<file path="config.mk">
export PLATFORM = sky130hd
export DESIGN_NAME = reg_bank_rf_flat
export DESIGN_NICKNAME = d
export VERILOG_FILES = /design/src/rtl/reg_bank_rf_pkg.sv /design/src/rtl/reg_bank_rf_if.sv /design/src/rtl/reg_bank_rf_read_port.sv /design/src/rtl/reg_bank_rf.sv /design/src/flat_wrapper.sv
export SDC_FILE = /design/constraint.sdc
export NUM_CORES = 2
export LEC_CHECK = 0
export BUFFER_PORTS_ARGS = -buffer_cell sky130_fd_sc_hd__buf_2
export CAP_MARGIN = 20
export CORE_ASPECT_RATIO = 2
export CORE_MARGIN = 4
export CORE_UTILIZATION = 45
export DETAILED_ROUTE_END_ITERATION = 8
export SYNTH_ARGS = -nofsm -noshare
export SYNTH_HDL_FRONTEND = slang
export SYNTH_HIERARCHICAL = 1
export SYNTH_SLANG_ARGS = --single-unit
</file>
<file path="constraint.sdc">
create_clock -name clk -period 4.5 [get_ports clk]
set_clock_uncertainty 0.1 [all_clocks]
set_input_delay 0.225 -clock clk [delete_from_list [all_inputs] [get_ports clk]]
set_output_delay 0.225 -clock clk [all_outputs]
set_load 0.05 [all_outputs]
</file>
<file path="src/rtl/reg_bank_rf_pkg.sv">
// Shared constants and types for the register bank register file.
// Default geometry matches the operand-latch and writeback blocks.
package reg_bank_rf_pkg;

  localparam int DEF_DATA_W = 32;
  localparam int DEF_ADDR_W = 4;
  localparam int DEF_N_RD   = 2;
  localparam int RD_LAT     = 1;

  // Where a read port takes its next word from.
  typedef enum logic [1:0] {
    SRC_MEM    = 2'd0,
    SRC_BYPASS = 2'd1,
    SRC_ZERO   = 2'd2
  } rdSrc_e;

endpackage

</file>
<file path="src/rtl/reg_bank_rf_if.sv">
// Write/read bus of the register file.
// The writeback stage and the operand latches sit on the master side.
interface reg_bank_rf_if
  import reg_bank_rf_pkg::*;
#(
  parameter int DATA_W = DEF_DATA_W,
  parameter int ADDR_W = DEF_ADDR_W,
  parameter int N_RD   = DEF_N_RD
);

  logic                     wr_en;
  logic [ADDR_W-1:0]        wr_addr;
  logic [DATA_W-1:0]        wr_data;
  logic [N_RD-1:0]          rd_en;
  logic [N_RD*ADDR_W-1:0]   rd_addr;
  logic [N_RD*DATA_W-1:0]   rd_data;
  logic [N_RD-1:0]          rd_valid;

  modport master (
    output wr_en, wr_addr, wr_data, rd_en, rd_addr,
    input  rd_data, rd_valid
  );

  modport slave (
    input  wr_en, wr_addr, wr_data, rd_en, rd_addr,
    output rd_data, rd_valid
  );

endinterface

</file>
<file path="src/rtl/reg_bank_rf_read_port.sv">
// One registered read port: word select, write bypass and r0 gating,
// with rd_data/rd_valid captured on the clock edge.
module rf_read_port
  import reg_bank_rf_pkg::*;
#(
  parameter int DATA_W  = DEF_DATA_W,
  parameter int ADDR_W  = DEF_ADDR_W,
  parameter int BYPASS  = 1,
  parameter int ZERO_R0 = 0
) (
  input  logic                            clk,
  input  logic                            reset,
  input  logic [(2**ADDR_W)*DATA_W-1:0]   memFlat_i,
  input  logic                            wrEn_i,
  input  logic [ADDR_W-1:0]               wrAddr_i,
  input  logic [DATA_W-1:0]               wrData_i,
  input  logic                            rdEn_i,
  input  logic [ADDR_W-1:0]               rdAddr_i,
  output logic [DATA_W-1:0]               rdData_o,
  output logic                            rdValid_o
);

  rdSrc_e            src;
  logic [DATA_W-1:0] rdData_d, rdData_q;
  logic              rdValid_d, rdValid_q;

  // r0 gating outranks bypass so a dropped r0 write can never leak through.
  always_comb begin
    src       = SRC_MEM;
    rdData_d  = rdData_q;
    rdValid_d = rdEn_i;
    if (ZERO_R0 != 0 && rdAddr_i == '0) begin
      src = SRC_ZERO;
    end else if (BYPASS != 0 && wrEn_i && wrAddr_i == rdAddr_i) begin
      src = SRC_BYPASS;
    end
    if (rdEn_i) begin
      unique case (src)
        SRC_ZERO:   rdData_d = '0;
        SRC_BYPASS: rdData_d = wrData_i;
        default:    rdData_d = memFlat_i[rdAddr_i*DATA_W +: DATA_W];
      endcase
    end
  end

  always_ff @(posedge clk) begin
    if (reset) begin
      rdData_q  <= '0;
      rdValid_q <= 1'b0;
    end else begin
      rdData_q  <= rdData_d;
      rdValid_q <= rdValid_d;
    end
  end

  assign rdData_o  = rdData_q;
  assign rdValid_o = rdValid_q;

endmodule

</file>
<file path="src/rtl/reg_bank_rf.sv">
// Multi-port register file: flat storage with one write port and N_RD
// registered read ports, each built from an rf_read_port instance.
module reg_bank_rf
  import reg_bank_rf_pkg::*;
#(
  parameter int DATA_W  = DEF_DATA_W,
  parameter int ADDR_W  = DEF_ADDR_W,
  parameter int N_RD    = DEF_N_RD,
  parameter int BYPASS  = 1,
  parameter int ZERO_R0 = 0
) (
  input  logic        clk,
  input  logic        reset,
  reg_bank_rf_if.slave bus
);

  localparam int DEPTH = 2**ADDR_W;

  logic [DEPTH*DATA_W-1:0] mem_d, mem_q;
  logic [DATA_W-1:0]       portData [N_RD];
  logic                    portValid [N_RD];
  logic                    wrDrop;

  assign wrDrop = (ZERO_R0 != 0) && (bus.wr_addr == '0);

  always_comb begin
    mem_d = mem_q;
    if (bus.wr_en && !wrDrop) begin
      mem_d[bus.wr_addr*DATA_W +: DATA_W] = bus.wr_data;
    end
  end

  always_ff @(posedge clk) begin
    if (reset) begin
      mem_q <= '0;
    end else begin
      mem_q <= mem_d;
    end
  end

  // Ports see pre-write storage; bypass is resolved inside each port.
  for (genvar g = 0; g < N_RD; g++) begin : g_rd
    rf_read_port #(
      .DATA_W (DATA_W),
      .ADDR_W (ADDR_W),
      .BYPASS (BYPASS),
      .ZERO_R0(ZERO_R0)
    ) u_port (
      .clk      (clk),
      .reset    (reset),
      .memFlat_i(mem_q),
      .wrEn_i   (bus.wr_en),
      .wrAddr_i (bus.wr_addr),
      .wrData_i (bus.wr_data),
      .rdEn_i   (bus.rd_en[g]),
      .rdAddr_i (bus.rd_addr[g*ADDR_W +: ADDR_W]),
      .rdData_o (portData[g]),
      .rdValid_o(portValid[g])
    );
  end

  always_comb begin
    bus.rd_data  = '0;
    bus.rd_valid = '0;
    for (int i = 0; i < N_RD; i++) begin
      bus.rd_data[i*DATA_W +: DATA_W] = portData[i];
      bus.rd_valid[i]                 = portValid[i];
    end
  end

endmodule

</file>
<file path="src/flat_wrapper.sv">
// flat-port wrapper written by rule: the top's interface ports become plain ports
module reg_bank_rf_flat import reg_bank_rf_pkg::*;
#(
  parameter int DATA_W  = DEF_DATA_W,
  parameter int ADDR_W  = DEF_ADDR_W,
  parameter int N_RD    = DEF_N_RD,
  parameter int BYPASS  = 1,
  parameter int ZERO_R0 = 0
)
  (clk, reset, bus_wr_en, bus_wr_addr, bus_wr_data, bus_rd_en, bus_rd_addr, bus_rd_data, bus_rd_valid);
  reg_bank_rf_if #(.DATA_W(DATA_W), .ADDR_W(ADDR_W), .N_RD(N_RD)) bus_i ();
  input  logic clk;
  input  logic reset;
  input wire logic [$bits(bus_i.wr_en)-1:0] bus_wr_en;
  input wire logic [$bits(bus_i.wr_addr)-1:0] bus_wr_addr;
  input wire logic [$bits(bus_i.wr_data)-1:0] bus_wr_data;
  input wire logic [$bits(bus_i.rd_en)-1:0] bus_rd_en;
  input wire logic [$bits(bus_i.rd_addr)-1:0] bus_rd_addr;
  output wire logic [$bits(bus_i.rd_data)-1:0] bus_rd_data;
  output wire logic [$bits(bus_i.rd_valid)-1:0] bus_rd_valid;
  assign bus_i.wr_en = bus_wr_en;
  assign bus_i.wr_addr = bus_wr_addr;
  assign bus_i.wr_data = bus_wr_data;
  assign bus_i.rd_en = bus_rd_en;
  assign bus_i.rd_addr = bus_rd_addr;
  assign bus_rd_data = bus_i.rd_data;
  assign bus_rd_valid = bus_i.rd_valid;
  reg_bank_rf #(.DATA_W(DATA_W), .ADDR_W(ADDR_W), .N_RD(N_RD), .BYPASS(BYPASS), .ZERO_R0(ZERO_R0)) u_core (.clk(clk), .reset(reset), .bus(bus_i));
endmodule
</file>
# After elaboration in Yosys (flattened, before gate mapping)
# Cells that the tools add are included.
# classes
shifts,4
n_mux,5
n_reduce_logical,2
addsub,1
n_eq_ne,6
# ops
cell,n
512-bit by 10-bit indexed part select with 32-bit output,2
512-bit bitwise mux,1
32-bit by 34-bit variable shift with 512-bit output (first input constant),1
32-bit by 34-bit indexed part select with 512-bit output,1
32-bit case mux with 2 select lines,2
9-bit negation with 34-bit output,1
4-bit equality test,2
2-bit by 1-bit equality test with 1-bit output (second input constant),2
2-bit equality test (second input constant),2
1-bit logical AND,2
1-bit 2-to-1 mux,2
# totals
out_inout_bits,66
wordCells,23
ff_bits,578

# Logic depth before layout (Yosys ltp)
# logic_depth
ltp_word,5
depth_mapped,10
depth_no_buf,6

# Hierarchy
# Netlist, hierarchy kept.
# by_module_without_submodules
mod,area_per_inst_um2,n_inst,seq_area_each_um2,cells_per_inst
reg_bank_rf,19301.0,1,10249.8,2139
rf_read_port,5865.6,2,660.6,568

# Least setup slack after synthesis
# OpenSTA, ideal clock, no wires.
# synth_path
path_type,input to register
startpoint,in bus_wr_addr[2]
endpoint,reg u_core.mem_q[330]
setup_slack_ns,2.016
t_arrival_ns,2.314
setup_ns,0.070
stages,10
t_required_ns,4.330
cell_sequence,buf_2 -> nor3_1 -> ha_1 -> buf_2 -> or3b_1 -> clkbuf_2 -> nor4_4 -> buf_2 -> nand2_1 -> a21oi_1
# synth_via
elab_chain_len,3
elab_cells_between_ends,4
# synth_lines
element,line,rtl
"start, declared",flat_wrapper.sv:15,input wire logic [$bits(bus_i.wr_addr)-1:0] bus_wr_addr;
9-bit negation with 34-bit output *,reg_bank_rf.sv:29,mem_d[bus.wr_addr*DATA_W +: DATA_W] = bus.wr_data;
32-bit by 34-bit indexed part select with 512-bit output / 32-bit by 34-bit variable shift with 512-bit output (equally long branches),reg_bank_rf.sv:29,
512-bit bitwise mux *,reg_bank_rf.sv:29,
"end signal, assigned",reg_bank_rf.sv:37,mem_q <= mem_d;
"end, declared",reg_bank_rf.sv:19,"logic [DEPTH*DATA_W-1:0] mem_d, mem_q;"
# Every way passes the cells marked *; elsewhere a longest branch is shown, timed or not.
# A chain may end at the register's enable or synchronous reset.

# Worst setup path in the final report
# layout_path
startpoint,in bus_wr_addr[0]
endpoint,reg u_core.mem_q[358]
# Same word-level chain as after synthesis.

==> metrics.log <==
[metrics] sum of routed wire length over all layers: 126000 um
[metrics] final cell utilization of the core: 0.496
[metrics] Hold Vio Cnt, Final: 0
[metrics] die outline width: 194 um
[metrics] VDD IR-drop max: 0.000267 V
[metrics] most common cell after layout, fill and taps aside: dfxtp_1
[metrics] fin nets: 3273
[metrics] global placer's final weighted congestion: 0.892
[metrics] number of gates given a new drive strength after cts: 0
[metrics] H-tree levels: 2
[metrics] detailed placement HPWL: 74600 um
[metrics] Vias: 27900
[metrics] global-route wire length before repair: 183000 um
[metrics] first-pass iteration count of the detailed router: 7
[metrics] clock latency of the later-clocked register in the worst-skew pair: 0.62 ns
[metrics] primary flip-flop cell chosen by synthesis mapping: dfxtp_1
[metrics] launching point of the worst reg2reg path: u_core/mem_q[271]
[metrics] power after layout: 11600 uW
[metrics] Max transition margin: 0.205
[metrics] Async S/R FF share, synth: 0
[metrics] Worst EP arrival: 3.32 ns
[metrics] type of the most critical hold path: input port to flop
[metrics] highest clock frequency the design can meet: 339 MHz
[metrics] post-synth net total: 3326
[metrics] Finished Cell Area: 34000 um2
[metrics] outcome: finished, final reports clean
[metrics] post-layout minimum cycle time: 2.95 ns
[metrics] DRC marker count from the first detailed-route iteration: 3591
[metrics] kind of critical path: input port to flop
[metrics] vertical die dimension: 379 um
[metrics] setup TNS after final layout: 0 ns
[metrics] actual transition at the worst max-transition pin: 1.19 ns
[metrics] CTS tree: built
[metrics] Worst R2R Setup Slack: 2.77 ns
[metrics] vias in the first global route: 28100
[metrics] setup repair after global routing missed its margin: false
[metrics] Worst setup startpoint: bus_wr_addr[0]
[metrics] number of antenna violations at the first check in global routing: 6
[metrics] CP Data Required Time: 4.87 ns
[metrics] total clock buffers created by CTS: 53
[metrics] post-synthesis cell area: 31000 um2
[metrics] sequential element share of the synthesized area: 0.373
[metrics] startpoint class of the critical path: input port
[metrics] Layout area overhead: 9.56%
[metrics] average via count per standard cell: 6.70
[metrics] port bufs: 114
[metrics] reported max-cap violation count: 0
[metrics] total die area: 73500 um2
[metrics] number of I/O pins: 115
[metrics] P_leak: 0.0118 uW
[metrics] GR Overflow Total: 0
[metrics] Yosys cell types: 54
[metrics] max-slew violation count: 0
[metrics] Post-synth EDFFs: 0
[metrics] largest net degree at the start of global routing: 260
[metrics] All-Layer GR Usage: 0.328
[metrics] antenna violation net count after detailed routing: 0
[metrics] CORE AREA: 68600 um2
[metrics] fraction of final layout cells sized beyond drive strength 1: 0.155
[metrics] Hold Buf Count CTS: 34
[metrics] top fanout value on the critical path: 31
[metrics] Avg Cell Area, Syn: 9.48 um2
[metrics] setup-violating endpoint count in the final report: 0
[metrics] final period utilization: 0.655
[metrics] number of cells produced by synthesis: 3275
[metrics] Residual DRC: 0
[metrics] clk sink count: 578
[metrics] Yosys warning count: 6
[metrics] top library cells by usage in the layout, fill and taps aside: dfxtp_1, nand2_1, a21oi_1
[metrics] Setup crit end kind: flop
[metrics] number of buffers inserted to repair setup after CTS: 0
[metrics] cell depth of the worst flop-to-flop path: 4
[metrics] maximum count of clock buffers along a single path: 3
[metrics] std cell rows: 136
[metrics] clock root buffer: clkbuf_16
[metrics] clock edge transition at the registers on the reported setup and hold paths: 0.06 ns
[metrics] WL per Instance: 30.3 um
[metrics] Starting Density: 0.453
[metrics] area after detailed placement: 31800 um2
[metrics] register bit count reported by yosys: 578
[metrics] final hold slack: 0.0759 ns
[metrics] total power per unit cell area: 342 nW/um2
[metrics] endpoint of the lowest-slack register-to-register path: u_core/g_rd[0].u_port/rdData_o[15]
[metrics] destination of the critical timing path: u_core/mem_q[358]
[stage by stage]
step | std cells | worst slack (ns)
5_1_grt | 4162 | 1.50
3_3_place_gp | 4029 | 1.21
4_1_cts | 4161 | 1.69
2_1_floorplan | 3275 | 2.02
3_5_place_dp | 4030 | 1.08
6_report | 4167 | 1.55
[how the worst min path moves through the flow]
stage                                                     to               from  depth (start not counted)  slack [ns]
after global routing      u_core/g_rd[1].u_port/rdData_o[25]     bus_rd_addr[6]                          3        0.10
after global placement                     u_core/mem_q[384]  u_core/mem_q[384]                          2        0.35
after CTS                 u_core/g_rd[0].u_port/rdData_o[11]     bus_rd_addr[0]                          4        0.05
after detailed placement                   u_core/mem_q[151]  u_core/mem_q[151]                          2        0.36
after floorplan                            u_core/mem_q[128]     bus_wr_data[0]                          2        0.26
final                     u_core/g_rd[0].u_port/rdData_o[12]     bus_rd_addr[0]                          4        0.08
[synth_stat cells (3+ instances only)]
cell / instances / area share
a21o_1: 36 / 0.0087
a21oi_1: 216 / 0.035
a221oi_1: 14 / 0.0040
a221oi_2: 14 / 0.0068
a2bb2oi_1: 36 / 0.010
a31oi_1: 64 / 0.013
buf_1: 16 / 0.0019
buf_12: 6 / 0.0039
buf_2: 72 / 0.012
buf_4: 15 / 0.0036
buf_6: 35 / 0.013
clkbuf_1: 193 / 0.023
clkbuf_4: 6 / 0.0015
dfxtp_1: 578 / 0.37
inv_1: 5 / 0.00060
mux2_2: 28 / 0.010
mux2i_1: 192 / 0.062
mux4_1: 54 / 0.046
mux4_2: 138 / 0.10
nand2_1: 518 / 0.063
nand2b_1: 122 / 0.025
nand3_1: 53 / 0.0085
nand3b_1: 215 / 0.052
nand4_1: 40 / 0.0081
nor2_1: 135 / 0.016
nor2b_1: 37 / 0.0075
nor3_1: 4 / 0.00065
nor4_4: 3 / 0.0021
o211ai_1: 3 / 0.00073
o21ai_0: 162 / 0.026
o21ai_1: 70 / 0.011
o31ai_1: 84 / 0.020
o41ai_1: 72 / 0.020
or3_1: 3 / 0.00060
xnor2_1: 9 / 0.0025
[routing by layer]
layer / track usage / wire (um)
met4: 0.248 / 11400
met1: 0.376 / 43500
met3: 0.0634 / 11900
met2: 0.544 / 59400
met5: 0 / 13
[logic make-up after synthesis]
logic type,synth area share
XOR/XNOR,0.00343
flip-flops,0.373
AO/OA/AOI/OAI,0.158
AND/OR/NAND/NOR,0.188
buffers and inverters,0.0596
multiplexers,0.218
adder cells (fa/ha/maj),0.000806
[final cells by class]
| type | instances | area [um2] |
|---|---|---|
| well taps | 897 | 1120 |
| multi-input cells | 2346 | 17700 |
| diodes | 6 | 15.0 |
| inverters | 7 | 26.3 |
| repair buffers | 236 | 1710 |
| flip-flops and latches | 578 | 11600 |
| clock inverters | 15 | 160 |
| clock buffers | 82 | 1650 |
| fillers | 6285 | 34600 |
[sequential cells by signal, indices dropped and copies added, names as in the netlist]
signal                        flops
u_core/g_rd.u_port/rdValid_o      2
u_core/g_rd.u_port/rdData_o      64
u_core/mem_q                    512
[report_power, final]
group | switching [uW] | total [uW] | internal (uW)
Combinational | 1140 | 1560 | 426
Clock | 2110 | 4800 | 2690
Sequential | 65.7 | 5260 | 5190
Total | 3310 | 11600 | 8300
[worst max-delay path, cell delays in order]
cell and delay, ns:
buf_2 0.21, inv_1 0.07, ha_1 0.46, nor2b_1 0.76, nand3_2 0.77, buf_4 0.52, nand3b_1 0.16, o21ai_0 0.10
Power figures use the tool's default switching activity.
